--- config.mk ---
export PLATFORM = sky130hd
export DESIGN_NAME = mux_scan_ctrl
export DESIGN_NICKNAME = d
export VERILOG_FILES = /design/src/rtl/mux_scan_ctrl_pkg.sv /design/src/rtl/mux_scan_ctrl.sv
export SDC_FILE = /design/constraint.sdc
export NUM_CORES = 1
export LEC_CHECK = 0
export ABC_AREA = 1
export BUFFER_PORTS_ARGS = -buffer_cell sky130_fd_sc_hd__buf_4
export CORE_MARGIN = 8
export CORE_UTILIZATION = 30
export CTS_CLUSTER_DIAMETER = 120
export DETAILED_ROUTE_END_ITERATION = 16
export GPL_ROUTABILITY_DRIVEN = 0
export SYNTH_ARGS = -nofsm -noshare
export SYNTH_HDL_FRONTEND = slang
export SYNTH_SLANG_ARGS = --single-unit
--- constraint.sdc ---
create_clock -name clk -period 2.65 [get_ports clk]
set_input_delay 0.1325 -clock clk [delete_from_list [all_inputs] [get_ports clk]]
set_output_delay 0.1325 -clock clk [all_outputs]
set_load 0.05 [all_outputs]
--- src/rtl/mux_scan_ctrl_pkg.sv ---
// Shared constants and state encoding for the mux scan sequencer.
package mux_scan_ctrl_pkg;

    localparam int N_CH  = 16;
    localparam int SEL_W = 4;

    typedef enum logic [1:0] {
        IDLE = 2'd0,
        SCAN = 2'd1,
        DONE = 2'd2
    } scan_state_e;

    // Next channel in scan order; the select wraps from 15 back to 0.
    function automatic logic [SEL_W-1:0] next_ch(input logic [SEL_W-1:0] ch);
        return ch + {{(SEL_W-1){1'b0}}, 1'b1};
    endfunction

endpackage

--- src/rtl/mux_scan_ctrl.sv ---
// Mux scan sequencer: walks the 16:1 selector through a channel range,
// samples the mux output after SETTLE cycles per channel, and presents
// the assembled result/mask word on a valid/ready handshake.
//
// state | meaning
// IDLE  | waiting for start; result/mask from the last scan are held
// SCAN  | stepping mux_sel, sampling each channel after the settle time
// DONE  | result_valid high, holding everything until result_ready
module mux_scan_ctrl
    import mux_scan_ctrl_pkg::*;
#(
    parameter int SETTLE = 1
) (
    input  logic             clk,
    input  logic             rst_n,
    input  logic             start,
    input  logic [SEL_W-1:0] first_ch,
    input  logic [SEL_W-1:0] last_ch,
    output logic [SEL_W-1:0] mux_sel,
    input  logic             mux_out,
    output logic             busy,
    output logic [N_CH-1:0]  result,
    output logic [N_CH-1:0]  mask,
    output logic             result_valid,
    input  logic             result_ready
);

    // Terminal count of the settle counter; the sample lands on this count.
    localparam logic [3:0] CNT_LAST = 4'(SETTLE - 1);

    scan_state_e      state_q,   state_d;
    logic [SEL_W-1:0] mux_sel_q, mux_sel_d;
    logic [SEL_W-1:0] last_q,    last_d;
    logic [3:0]       cnt_q,     cnt_d;
    logic [N_CH-1:0]  result_q,  result_d;
    logic [N_CH-1:0]  mask_q,    mask_d;
    logic             valid_q,   valid_d;
    logic             busy_q,    busy_d;

    // Next-state and next-output computation for the scan FSM.
    always_comb begin
        state_d   = state_q;
        mux_sel_d = mux_sel_q;
        last_d    = last_q;
        cnt_d     = cnt_q;
        result_d  = result_q;
        mask_d    = mask_q;
        valid_d   = valid_q;

        case (state_q)
            IDLE: begin
                if (start) begin
                    last_d    = last_ch;
                    mux_sel_d = first_ch;
                    result_d  = '0;
                    mask_d    = '0;
                    cnt_d     = '0;
                    state_d   = SCAN;
                end
            end
            SCAN: begin
                if (cnt_q != CNT_LAST) begin
                    cnt_d = cnt_q + 4'd1;
                end else begin
                    result_d[mux_sel_q] = mux_out;
                    mask_d[mux_sel_q]   = 1'b1;
                    cnt_d               = '0;
                    if (mux_sel_q == last_q) begin
                        state_d = DONE;
                        valid_d = 1'b1;
                    end else begin
                        mux_sel_d = next_ch(mux_sel_q);
                    end
                end
            end
            DONE: begin
                // start is deliberately not looked at here, even on the
                // handshake cycle, so a request never queues behind a result.
                if (valid_q && result_ready) begin
                    valid_d = 1'b0;
                    state_d = IDLE;
                end
            end
            default: begin
                state_d = IDLE;
                valid_d = 1'b0;
            end
        endcase

        busy_d = (state_d != IDLE);
    end

    // State and output registers; synchronous reset abandons any scan.
    always_ff @(posedge clk) begin
        if (!rst_n) begin
            state_q   <= IDLE;
            mux_sel_q <= '0;
            last_q    <= '0;
            cnt_q     <= '0;
            result_q  <= '0;
            mask_q    <= '0;
            valid_q   <= 1'b0;
            busy_q    <= 1'b0;
        end else begin
            state_q   <= state_d;
            mux_sel_q <= mux_sel_d;
            last_q    <= last_d;
            cnt_q     <= cnt_d;
            result_q  <= result_d;
            mask_q    <= mask_d;
            valid_q   <= valid_d;
            busy_q    <= busy_d;
        end
    end

    assign mux_sel      = mux_sel_q;
    assign result       = result_q;
    assign mask         = mask_q;
    assign result_valid = valid_q;
    assign busy         = busy_q;

endmodule

Yosys cells after proc, flatten, opt, wreduce, memory -nomap -nowiden
Cells that the tools add are included.
- output and inout bits: 38
- logic and storage cells: 57
- register bits: 48
- input bits: 13
- bitwise gates (word level): 2
- reductions and logical operators: 11
- eq/ne operators: 8
- $lt $le $gt $ge: 2
- muxes and demuxes: 24
- add/sub/neg operators: 2
- operators with widths (operator ; number):
    $pmux 16 s2 ; 2
    $mux 16 ; 3
    $mux 4 ; 5
    $bwmux 16 ; 1
    $or 16x16->16 ; 1
    $pmux 4 s2 ; 2
    $ne 2x2->1 const B ; 5
    $add 4x1->4 const B ; 2
    $mux 2 ; 4
    $reduce_and 4->1 ; 2
    $pmux 2 s3 ; 1
    $lt 4x5->1 const B ; 1
    $demux 1 s4 ; 1
    $eq 4x4->1 ; 1
    $ge 4x1->1 const B ; 1
    $mux 1 ; 4
    $reduce_and 2->1 ; 2
    $reduce_bool 2->1 ; 2
    $reduce_bool 4->1 ; 1
    $pmux 1 s3 ; 1
    $reduce_and 3->1 ; 1
    $eq 2x1->1 const B ; 1
    $eq 2x2->1 const B ; 1
    $logic_and 1x1->1 ; 2
    2 further kinds ; 2

Longest topological paths before layout
Gate-level depths: netlist of the first run.
- depth in word-level cells: 7
- gate-level depth with buffers: 11
- gate-level depth less buffers: 10

Least setup slack after synthesis of the first run
Ideal clock, no wire load.
- path kind: reg-to-reg
- start: register mux_sel_q[2] (netlist: mux_sel[2])
- end: register mux_sel_q[2] (netlist: mux_sel[2])
- arrival: 1.515 ns
- data required time: 2.537 ns
- path slack: 1.022 ns
- cell stages (with the launch flop): 10
- clock period less this slack: 1.628 ns
- setup time: 0.113 ns
- cell sequence: dfxtp_1 > inv_1 > nand2_1 > nand2_1 > nor2_1 > nand3_1 > nand2_1 > nand2_1 > nand2_1 > nor2_1
- word-level cells in the longest chain between the ends: 4
- elaborated cells on any way between the ends: 7
- ends and longest elaborated chain (what ; line ; source):
    start, declared ; mux_scan_ctrl.sv:32 ; logic [SEL_W-1:0] mux_sel_q, mux_sel_d;
    start signal, assigned ; mux_scan_ctrl.sv:106 ; mux_sel_q <= mux_sel_d;
    $add 4x1->4 ; mux_scan_ctrl_pkg.sv:15 ; return ch + {{(SEL_W-1){1'b0}}, 1'b1};
    $mux 4 ; mux_scan_ctrl.sv:68 ; if (mux_sel_q == last_q) begin
    $mux 4 ; mux_scan_ctrl.sv:62 ; if (cnt_q != CNT_LAST) begin
    $pmux 4 s2 ; mux_scan_ctrl.sv:50 ; case (state_q)
Several ways; a longest one is shown, not always the timed one. The select of a mux whose other input is x is not followed.
A chain may end at the register's enable or synchronous reset.

Worst setup path after layout of the first run
- start: register state_q[0]
- end: register result_q[12] (netlist: result[12])
- word-level cells in the longest chain between the ends: 3
- elaborated cells on any way between the ends: 7
- ends and longest elaborated chain (what ; line ; source):
    start, declared ; mux_scan_ctrl.sv:31 ; scan_state_e state_q, state_d;
    start signal, assigned ; mux_scan_ctrl.sv:105 ; state_q <= state_d;
    $eq 2x1->1 / $logic_not 2->1 (equally long branches) ; mux_scan_ctrl.sv:50 ;
    $ne 2x2->1 (no source line) / $reduce_bool 2->1 (equally long branches) ; n/a ;
    $reduce_and 3->1 (no source line) ; n/a ;
    end signal, assigned ; mux_scan_ctrl.sv:109 ; result_q <= result_d;
    end, declared ; mux_scan_ctrl.sv:35 ; logic [N_CH-1:0] result_q, result_d;
Several ways; a longest one is shown, not always the timed one.

==> run summary, run 1 <==
The run gives 5740 microns as the total length of routed wires. In the final layout, the share of cells above drive strength 1 is 17.9%. For this design the total switching power over the nets is 0.000933 W.

The main combinational cell family by area after synthesis was simple AND/OR/NAND/NOR gates. The design internal power is 0.00123 W. The number of gates given a new drive strength after cts is 0, and the number of antenna diodes is 0. Each instance of the synthesized netlist takes up on average 6.98 sq um.

The fraction of the cycle the final worst path needs was 70.3%; the remaining design rule violation count was 0. The layer flagged by global routing as most heavily used is met2. The switching share of power works out to 43.1%. The xor/xnor cell area share of the yosys netlist works out to 0.775%.

Summing every instance area after synthesis gives 2260 sq um. The per-cell via count in the routed design came out at 4.50. In the synthesized netlist the dominant register cell turns out to be dfxtp_1. The run gives 290 ps as the clock network latency to the later pin of the worst-skew pair. Clock-pin slew was measured on the worst setup and hold paths at 90 ps. The flow ran to the end, and the final reports show no timing, DRC or antenna violations.

The standby leakage power is 1.20 nW, and the number of setup violations in the final report is 0. The Yosys step of the flow raised 0 warnings. After the first detailed-routing iteration, the DRC count stood at 147.

Per report_power, the sequential group accounts for 39.3% of the total. For this design, the CTS-stage hold fixing added 0 buffers. The filler cells instantiated in the layout total 824.

51 I/O pins were placed. The run gives 0 as the initial antenna violation count. The die outline height was 103 microns. The initial core utilization is 31.0%, and the tightest slew margin relative to the limit is 57.5%.

After synthesis, the netlist uses 22 different library cells. The total global routing track utilization was 11.0%. Data on the critical path arrives at its endpoint at 2010 ps. The min-delay analysis places its worst path in the category input pin to flop. Final count of pins violating max slew: 0.

In the layout the commonest cells are 77 x nand2_1, 52 x buf_4, 48 x dfxtp_1, 41 x inv_1, 41 x a21oi_1. The pre-antenna-repair detailed-routing pass consisted of 4 iterations. Once detail routing completed, the nets flagged for antenna violations numbered 0. Of the synthesized area, sequential elements account for 42.5%. The H-tree generated during clock tree synthesis spans 2 levels.

From left edge to right edge, the die measures 103 microns. The register bit total from synthesis is 48, and the floorplan die area is 10600 sq um. The synthesized netlist devotes 15.3% of its cell area to compound gates. The number of nets in the layout is 387.

Layout-stage area growth over the synthesis result: 23.0%. Entering global routing, the biggest net connects 32 pins. Static timing analysis puts the maximum clock frequency at 0.537 GHz.

The run gives 2 as the worst-case clock buffer depth. The sort of element at the end of the critical path was a flop. The power share of the combinational group is 39.4%, and the placement row count is 31.

The number of enable-type register cells in the synthesized netlist was 0. The critical path is of the flop to flop type. Measured on the finished design, the core utilization comes to 38.1%.

After Yosys synthesis, full adders, half adders and majority gates account for 3.32% of the synthesized area. At the pin with the least slew margin, the transition time is 637 ps. The tools report the gate count after technology mapping as 324. The number of global-route vias before repair is 2018. Setup repair after global routing left no endpoint under its margin.

In the global route stage, met3 resource usage came out at 3.04%. Across the VDD grid, the largest voltage drop is 0.000472 V. First-pass GRT wire length: 9400 microns.

After Yosys synthesis, and, or, nand and nor cells account for 27.0% of the synthesized area. The proportion of synthesized area in mux cells is 0%, and the number of buffers inserted during clock tree synthesis is 5. TritonCTS built the clock tree. The number of failing hold endpoints at the final stage came out at 0.

In the final routed layout, each cell accounts on average for 12.3 microns. STA puts the critical path data required time at 2800 ps. CTS placed an instance of clkbuf_8 at the clock tree root.

The core region is 7290 sq um. The post-synthesis net count is 343, and the total of max-cap violations is 0. The clock sink count came out at 48. Number of input and output port buffers inserted: 50. The power per cell area was 778 nW/um^2.

Global routing usage on met2: 17.9%. In this run, the clock network consumes 21.3% of the power. The total overflow left after global routing is 0. After legalization and detailed placement, the total HPWL measured 4310 microns. The tools report the kind of launch point of the worst setup path as a flop. For the setup TNS, the log shows 0 ps.

Post-CTS timing repair inserted 0 buffers for setup. In the global route stage, met1 resource usage came out at 13.9%. Detailed routing inserted a total of 2108 vias. Along the worst path, the maximum fanout reaches 31. Leading cell type in the layout, fill and taps excluded: nand2_1. The setup clock skew after layout is 14.2 ps, and the post-layout minimum cycle time is 1860 ps. For this run, asynchronously set or reset flops after synthesis account for 0%.
synthesized netlist by cell type (2+ instances only):
library cell   n  share of area (%)
o21ai_0       25                5.5
nand3_1        7                1.5
dfxtp_1       48                 43
nor2_1        35                5.8
buf_6          3                1.5
inv_1         41                6.8
inv_2          2               0.33
xor2_1         2               0.77
nand4_1       17                4.7
clkbuf_1       7                1.2
buf_2          3               0.66
nand3b_1       2               0.66
buf_4          2               0.66
nand2_1       77                 13
ha_1           6                3.3
a21oi_1       41                9.1
per-stage QoR:
stage	std cells	setup slack (ps)	hold WS, ps	power (W)	area (sq um)
final	468	788	114	0.00216	2780
after global routing	468	605	121	0.00232	2780
after CTS	468	805	116	0.00218	2780
after detailed placement	460	822	428	0.00172	2690
after global placement	460	879	418	0.00171	2690
after floorplan	324	1020	271	0.00153	2260
cell families after synthesis:
kind of cell             count (synthesis)
XOR/XNOR                                 2
adder cells (fa/ha/maj)                  6
AND/OR/NAND/NOR                        142
flip-flops                              48
buffers and inverters                   58
AO/OA/AOI/OAI                           68
worst max-delay path, stage by stage (launching register included):
cell and delay [ps]:
dfxtp_1 380, inv_2 80, nor2_4 120, buf_4 250, nand2_1 140, nand2_2 160, buf_4 290, o21ai_0 140
nand2_1 80, a21oi_1 50
area by class of cell:
class,count,area (sq um),area share [%]
clock buffers,6,82.6,2.97
clock inverters,2,13.8,0.495
inverters,43,161,5.80
multi-input cells,218,1050,37.7
flip-flops and latches,48,961,34.5
well taps,99,124,4.45
repair buffers,52,390,14.0
sequential cells by signal (all words and copies together), names as in the netlist:
register	flops
busy	1
result_valid	1
cnt_q	4
result	16
mux_sel	4
last_q	4
mask	16
state_q	2
power groups by stage:
| stage | sequential, W | combinational, W | clock [W] |
|---|---|---|---|
| 2_1_floorplan | 0.00101 | 0.000514 | 0 |
| 3_3_place_gp | 0.000866 | 0.000844 | 0 |
| 3_5_place_dp | 0.000867 | 0.000854 | 0 |
| 4_1_cts | 0.000851 | 0.000858 | 0.000476 |
| 5_1_grt | 0.000861 | 0.000954 | 0.000507 |
| 6_report | 0.000851 | 0.000853 | 0.000460 |
final timing paths:
check	from	to	slack [ps]	depth (start not counted)
setup / recovery	state_q[0]	result[12]	790	9
setup reg to reg	state_q[0]	result[12]	790	9
hold / removal	last_ch[2]	last_q[2]	110	3
hold reg to reg	mask[9]	mask[9]	460	2
per-layer routing:
layer	wire [microns]	vias to the layer above
met5	0	-
li1	-	1125
met4	49	0
met1	2790	944
met3	288	4
met2	2610	35
No activity file was read; power rests on OpenSTA's default activity.
==> run 2, diff against run 1 <==
==> constraint.sdc (replaced) <==
create_clock -name clk -period 1.63 [get_ports clk]
set_input_delay 0.0815 -clock clk [delete_from_list [all_inputs] [get_ports clk]]
set_output_delay 0.0815 -clock clk [all_outputs]
set_load 0.05 [all_outputs]
==> run 2 against run 1 <==
  * Non-clock buffer count up 18
  * Critical path depth is 1 higher
  * Via count is 6.5% higher
  * Sequential power rose by 59%
  * Clock power is 130% higher
  * Largest power group unchanged
==> run summary, run 2 (same netlist as run 1, synthesis figures left out) <==
The tools report the count of pins on the block boundary as 51. Leading cell type in the layout, fill and taps excluded: nand2_1. The clock-pin transition on the worst setup and hold timing paths was 100 ps.

At the pin with the least slew margin, the transition time is 273 ps. The power per cell area is 1330 nW/um^2. The repair_antennas step left the layout with diodes totalling 0. For the final non-filler cell area, the log shows 3080 sq um. The share of layout cells above drive strength 1 was 27.8%.

For the final database, setup skew stands at 10.4 ps. Once detail routing completed, the nets flagged for antenna violations numbered 0. Compared with the post-synthesis result, the final layout area differs by 36.2%. The per-cell via count in the routed design is 4.61, and the first-pass GRT wire length is 9790 microns. The tools report the number of H-tree branching levels as 2.

For this run, the top clock speed supported by timing is 0.617 GHz. Setup violations remaining at the end of the flow were counted as 0. The tools report the total global routing track utilization as 11.6%. The logs give 0 for the remaining design rule violation count and 81.8% for the tightest slew margin relative to the limit. The number of cells on the worst reg-to-reg path is 10. The peak supply drop is 0.000677 V, and the final hold slack is 51.2 ps. The hold-fix buffer count after cts is 0. The final count of pins violating max slew came out at 0. Counting the buffers created by CTS gives 5. The highest net fanout along the worst path is 4, and the cell area after placement is 2790 sq um. TritonCTS built the clock tree.

Summed over all layers, the routed wires come to 6220 microns. The clock network latency to the later pin of the worst-skew pair was 300 ps. In the layout the commonest cells are 71 x nand2_1, 69 x buf_4, 45 x dfxtp_1, 37 x inv_1, 36 x a21oi_1.

The floorplan step set the die width to 103 microns. The instance count along the most critical hold path works out to 3. The number of failing hold endpoints at the final stage was 0; the placed wire-length estimate after detailed placement was 4480 microns. The placement-stage worst setup slack came out at 3.52 ps. In this run the worst hold path is classified as input pin to flop. The flow ran to the end, and the final reports show no timing, DRC or antenna violations. The number of input and output port buffers inserted is 50.

The routed length per instance is 12.8 microns, and the worst-case clock buffer depth is 2. The tool flagged a number of max-cap violations equal to 0. The post-layout minimum cycle time is 1620 ps, and the vias after detailed routing is 2245. In the finished design, the share of the clock period the worst path needs comes to 99.4%. The pin count of the biggest net entering global routing is 24, and the die outline height is 103 microns. The run gives 144 as the number of DRC markers in iteration 0.

The die covers 10600 sq um. For this configuration, the core starts out at a cell density of 31.0%. Sort of element at the end of the critical path: a flop. The run gives 31 as the placement row count. The tools report the kind of launch point of the worst setup path as a flop. Setup repair after global routing could not meet its margin everywhere.

In this run the static leakage power is 1.32 nW. In this run the standard cell core region covers 7290 sq um. The initial antenna violation count came out at 0. Before antenna repair, the detailed router went through 4 iterations. The number of nets in the layout was 406.

The aggregate global routing overflow was 0. The tools report the number of global-route vias before repair as 2078. The root buffer cell chosen for the clock tree is clkbuf_8.

For the worst setup path, the data required time is 1880 ps. The worst path meets setup with 9.68 ps of slack. The critical path is of the flop to flop type. Worst endpoint data arrival time: 1870 ps.

For the clock sink count, the log shows 48.
-- run 2: per-layer routing --
metal  part of all wire [%]  GRT usage, %
met3                    6.1          3.24
met4                    1.1          3.11
met1                     46          14.5
met2                     46          19.0
met5                      0             0
-- run 2: what timing repair did --
| item | in CTS | in global routing |
|---|---|---|
| setup buffers | 0 | 6 |
| setup endpoints to repair | 1 | 32 |
| pin swaps | 0 | 11 |
| gates resized for setup | 0 | 33 |
| gates cloned | 0 | 1 |
-- run 2: final cells by class --
class / count / area [sq um]
fill: 780 / 4210
timing repair inverter: 1 / 7.51
multi-input combinational: 218 / 1130
clock inverter: 3 / 68.8
timing repair buffer: 70 / 538
sequential: 48 / 967
inverter: 43 / 171
clock buffer: 5 / 68.8
tap: 99 / 124
-- run 2: metrics by stage --
stage / utilization, % / instances / TNS [ps] / power [W]
2_1_floorplan: - / 324 / 0 / 0.00248
3_3_place_gp: 38.2 / 472 / 0 / 0.00290
3_5_place_dp: 38.2 / 472 / 0 / 0.00291
4_1_cts: 40.1 / 480 / -19.6 / 0.00396
5_1_grt: 42.2 / 487 / -940 / 0.00438
6_report: 42.2 / 487 / 0 / 0.00411
-- run 2: power by group --
part           internal [W]  leakage (nW)  total [W]  switching, W
clock              0.000618        0.0687    0.00105      0.000429
sequential          0.00128         0.391    0.00135     0.0000705
combinational      0.000544         0.856    0.00172       0.00117
-- run 2: worst paths after layout --
check,from,end,slack (ps)
setup reg to reg,cnt_q[1],mask[2],10
hold reg to reg,mask[4],mask[4],450
setup / recovery,cnt_q[1],mask[2],10
hold / removal,last_ch[2],last_q[2],50
-- run 2: critical path, stage by stage, from the launching register on --
cell	delay, ps
dfxtp_2	330
inv_2	60
ha_4	140
nand2_4	40
nor2_4	140
nand2_2	90
nand2_4	110
clkinvlp_4	190
nor2_4	230
nand2_2	70
a21oi_2	130
==> run 3, diff against run 2 <==
--- a/config.mk
+++ b/config.mk
@@ -5,7 +5,6 @@
 export SDC_FILE = /design/constraint.sdc
 export NUM_CORES = 1
 export LEC_CHECK = 0
-export ABC_AREA = 1
 export BUFFER_PORTS_ARGS = -buffer_cell sky130_fd_sc_hd__buf_4
 export CORE_MARGIN = 8
 export CORE_UTILIZATION = 30
==> run 3 against run 2 <==
  * Sequential power about the same
  * Largest cell class unchanged
  * Register-to-register slack improved by 80 ps
  * Utilization decreased by 1.5 points
  * Area after synthesis decreased by 8.0%
  * Worst setup slack improved by 82 ps
  * Combinational power decreased by 33%
  * Routed wire length decreased by 13%
==> run summary, run 3 <==
The run finished with clean final reports. The first-pass GRT wire length came out at 8970 microns. TritonCTS built the clock tree. The die outline height is 99.3 microns. Counting flops with a built-in enable in the synthesized netlist gives 0. Pin placement for this block handled 51 I/O pins.

Global routing consumed, over all layers together, 11.3% of the routing resources. The number of failing hold endpoints at the final stage came out at 0. After clock tree synthesis, the clock-pin slew on the worst setup and hold paths is 90 ps. For the setup clock skew after layout, the log shows 6.90 ps.

In this run the remaining antenna-violating nets after routing total 0. Headroom to the max-slew limit came out at 55.3%. In this run the number of H-tree levels came out at 2. For the number of nets in the layout, the log shows 317.

For the finished layout, the period the worst path requires is 1540 ps. In the global route stage, met3 resource usage came out at 3.00%. Placement row count: 30.

The cell area after placement was 2600 sq um; the core region area was 6760 sq um. The share of layout cells above drive strength 1 came out at 31.1%. Static timing analysis puts the maximum clock frequency at 0.650 GHz. Flip-flop cell with the highest count after synthesis: dfxtp_1. STA puts the critical path data required time at 1830 ps. The register area is 967 sq um.

The routed length per instance is 14.3 microns, and the final count of pins violating max slew is 0. Of all cell types, the one taking the most synthesized area is dfxtp_1. In this run the worst hold path is classified as input pin to flop. For the total length of routed wires, the log shows 5400 microns. A synthesized cell averages 8.85 sq um. After synthesis the netlist holds a flip-flop and latch count of 48.

The count of filler cells inserted in the layout was 703; the clock sink count was 48. The number of antenna diodes was 0. For the sequential share of the synthesized area, the log shows 46.2%.

The vias after detailed routing is 1813. Data arrives at the worst endpoint at 1740 ps. In this run, the number of DRC markers left after iteration 0 of detailed routing was 137. In this run the cell area of the synthesized design comes to 2080 sq um. In this run, CTS created clock tree buffers numbering 5.

Total iterations of the first detailed-routing run: 4. The kind of launch point of the worst setup path was a flop. The global routing usage on met2 was 18.8%; the floorplan die area was 9860 sq um. The initial core utilization came out at 30.8%.

The power per cell area works out to 1170 nW/um^2. In the routed design, unresolved DRC markers number 0. By area the synthesized netlist is led by dfxtp_1 46%, mux2i_1 7.7%, nand2_1 6.5%.

The highest net fanout along the worst path is 10, and the placement-stage worst setup slack is -49.7 ps. VDD sags by at most 0.000491 V. The placed wire-length estimate after detailed placement was 4070 microns.

Standby leakage power: 1.25 nW. The share of flip-flops with an asynchronous set or reset is 0%, and the fraction of the cycle the final worst path needs is 94.4%. The share of synthesized area in the top cell type comes to 46.2%. Summing all non-filler instances in the final layout gives an area of 2750 sq um.

Cells fill 40.7% of the core in the end. The pin count of the biggest net entering global routing came out at 17. The setup path with the least slack is of type flop to flop. The total of warnings raised by yosys is 0, and the per-cell via count in the routed design is 4.78.

Hold-fix buffer count after cts: 0. The tools report the sort of element at the end of the critical path as a flop. The multi-input combinational cells in the finished layout cover a total of 992 sq um. Across the run, the number of max-cap violations was 0. The root buffer cell was clkbuf_8. The global routing stage identified its most utilized layer as met2.

The worst-case clock buffer depth was 2; the number of input and output port buffers inserted was 50. The tightest hold path in the finished design has a slack of 21.6 ps. Setup repair after global routing left no endpoint under its margin. At the pin with the least slew margin, the transition time is 663 ps.

The later pin in the worst-skew pair is clocked with a latency of 300 ps. The number of nets in the synthesized netlist is 254. The worst-case register-to-register setup slack was 90 ps.

The final setup slack of the worst path is 91.3 ps. After synthesis, the most frequently instantiated cells are 48 x dfxtp_1, 36 x nand2_1, 26 x a21oi_1, 23 x inv_1, 22 x nand3_1. Among all cell types in the netlist, the one instantiated most often is dfxtp_1.

The library cells used most frequently in the layout, excluding fill and tap cells, are 63 x buf_4, 43 x dfxtp_1, 36 x nand2_1, 26 x a21oi_1, 22 x nand3_1. For met1 alone, demand over resource in global routing was 13.4%. After global routing the overflow that remains totals 0.

Number of library cell types mapped by synthesis: 40. Compared with the post-synthesis result, the final layout area differs by 32.2%. The gate count after technology mapping is 235, and the die width is 99.3 microns. Setup violations remaining at the end of the flow were counted as 0.

The logs give 0 for the initial antenna violation count and 1815 for the number of global-route vias before repair. The leading cell type in the layout, fill and taps excluded is buf_4.
==> run 3: worst paths after layout <==
check,startpoint,cells past startpoint,to
setup / recovery,state_q[0],6,mux_sel[0]
hold / removal,last_ch[3],3,last_q[3]
setup reg to reg,state_q[0],6,mux_sel[0]
hold reg to reg,mask[13],2,mask[13]
==> run 3: final cells by class <==
class                      instances  share of cell area [%]
clock inverter                     3                   0.682
tap                               80                    3.64
clock buffer                       5                    2.50
timing repair buffer              65                    18.7
multi-input combinational        154                    36.1
inverter                          24                    3.28
sequential                        48                    35.2
==> run 3: critical path, cell delays in order, from the launching register on <==
cell	delay (ps)
dfxtp_1	380
buf_4	200
nor2b_2	200
a21oi_2	80
a31oi_4	260
a21oi_1	120
o21a_1	190
==> run 3: cell families after synthesis <==
family,Yosys count,share of synthesized area [%]
xor gates and xnor gates,4,1.68
AOI/OAI and AO/OA,43,13.5
DFF,48,46.2
and+or+nand+nor,85,20.0
adders and majority gates,6,3.61
buffers and inverters,33,7.28
muxes,16,7.70
==> run 3: timing repair <==
action                     CTS  global route
buffers inserted             0             3
setup endpoints to repair   17            36
gates resized for setup      3             6
pin swaps                    0             5
==> run 3: through the flow <==
stage,TNS [ps],total power (W),std cells
after floorplan,0,0.00215,235
after global placement,0,0.00247,368
after detailed placement,-90.2,0.00247,368
after CTS,0,0.00319,376
after global routing,0,0.00339,379
final,0,0.00320,379
==> run 3: power by group <==
group / switching, W / total, W / internal, W
registers: 0.0000887 / 0.00135 / 0.00126
logic: 0.000732 / 0.00115 / 0.000421
clock network: 0.000400 / 0.000699 / 0.000299
total: 0.00122 / 0.00320 / 0.00198
==> run 3: metal layers <==
layer,vias to the layer above,wire (microns)
met5,-,0
met4,0,93
met3,7,272
met2,41,2590
met1,854,2450
li1,911,-
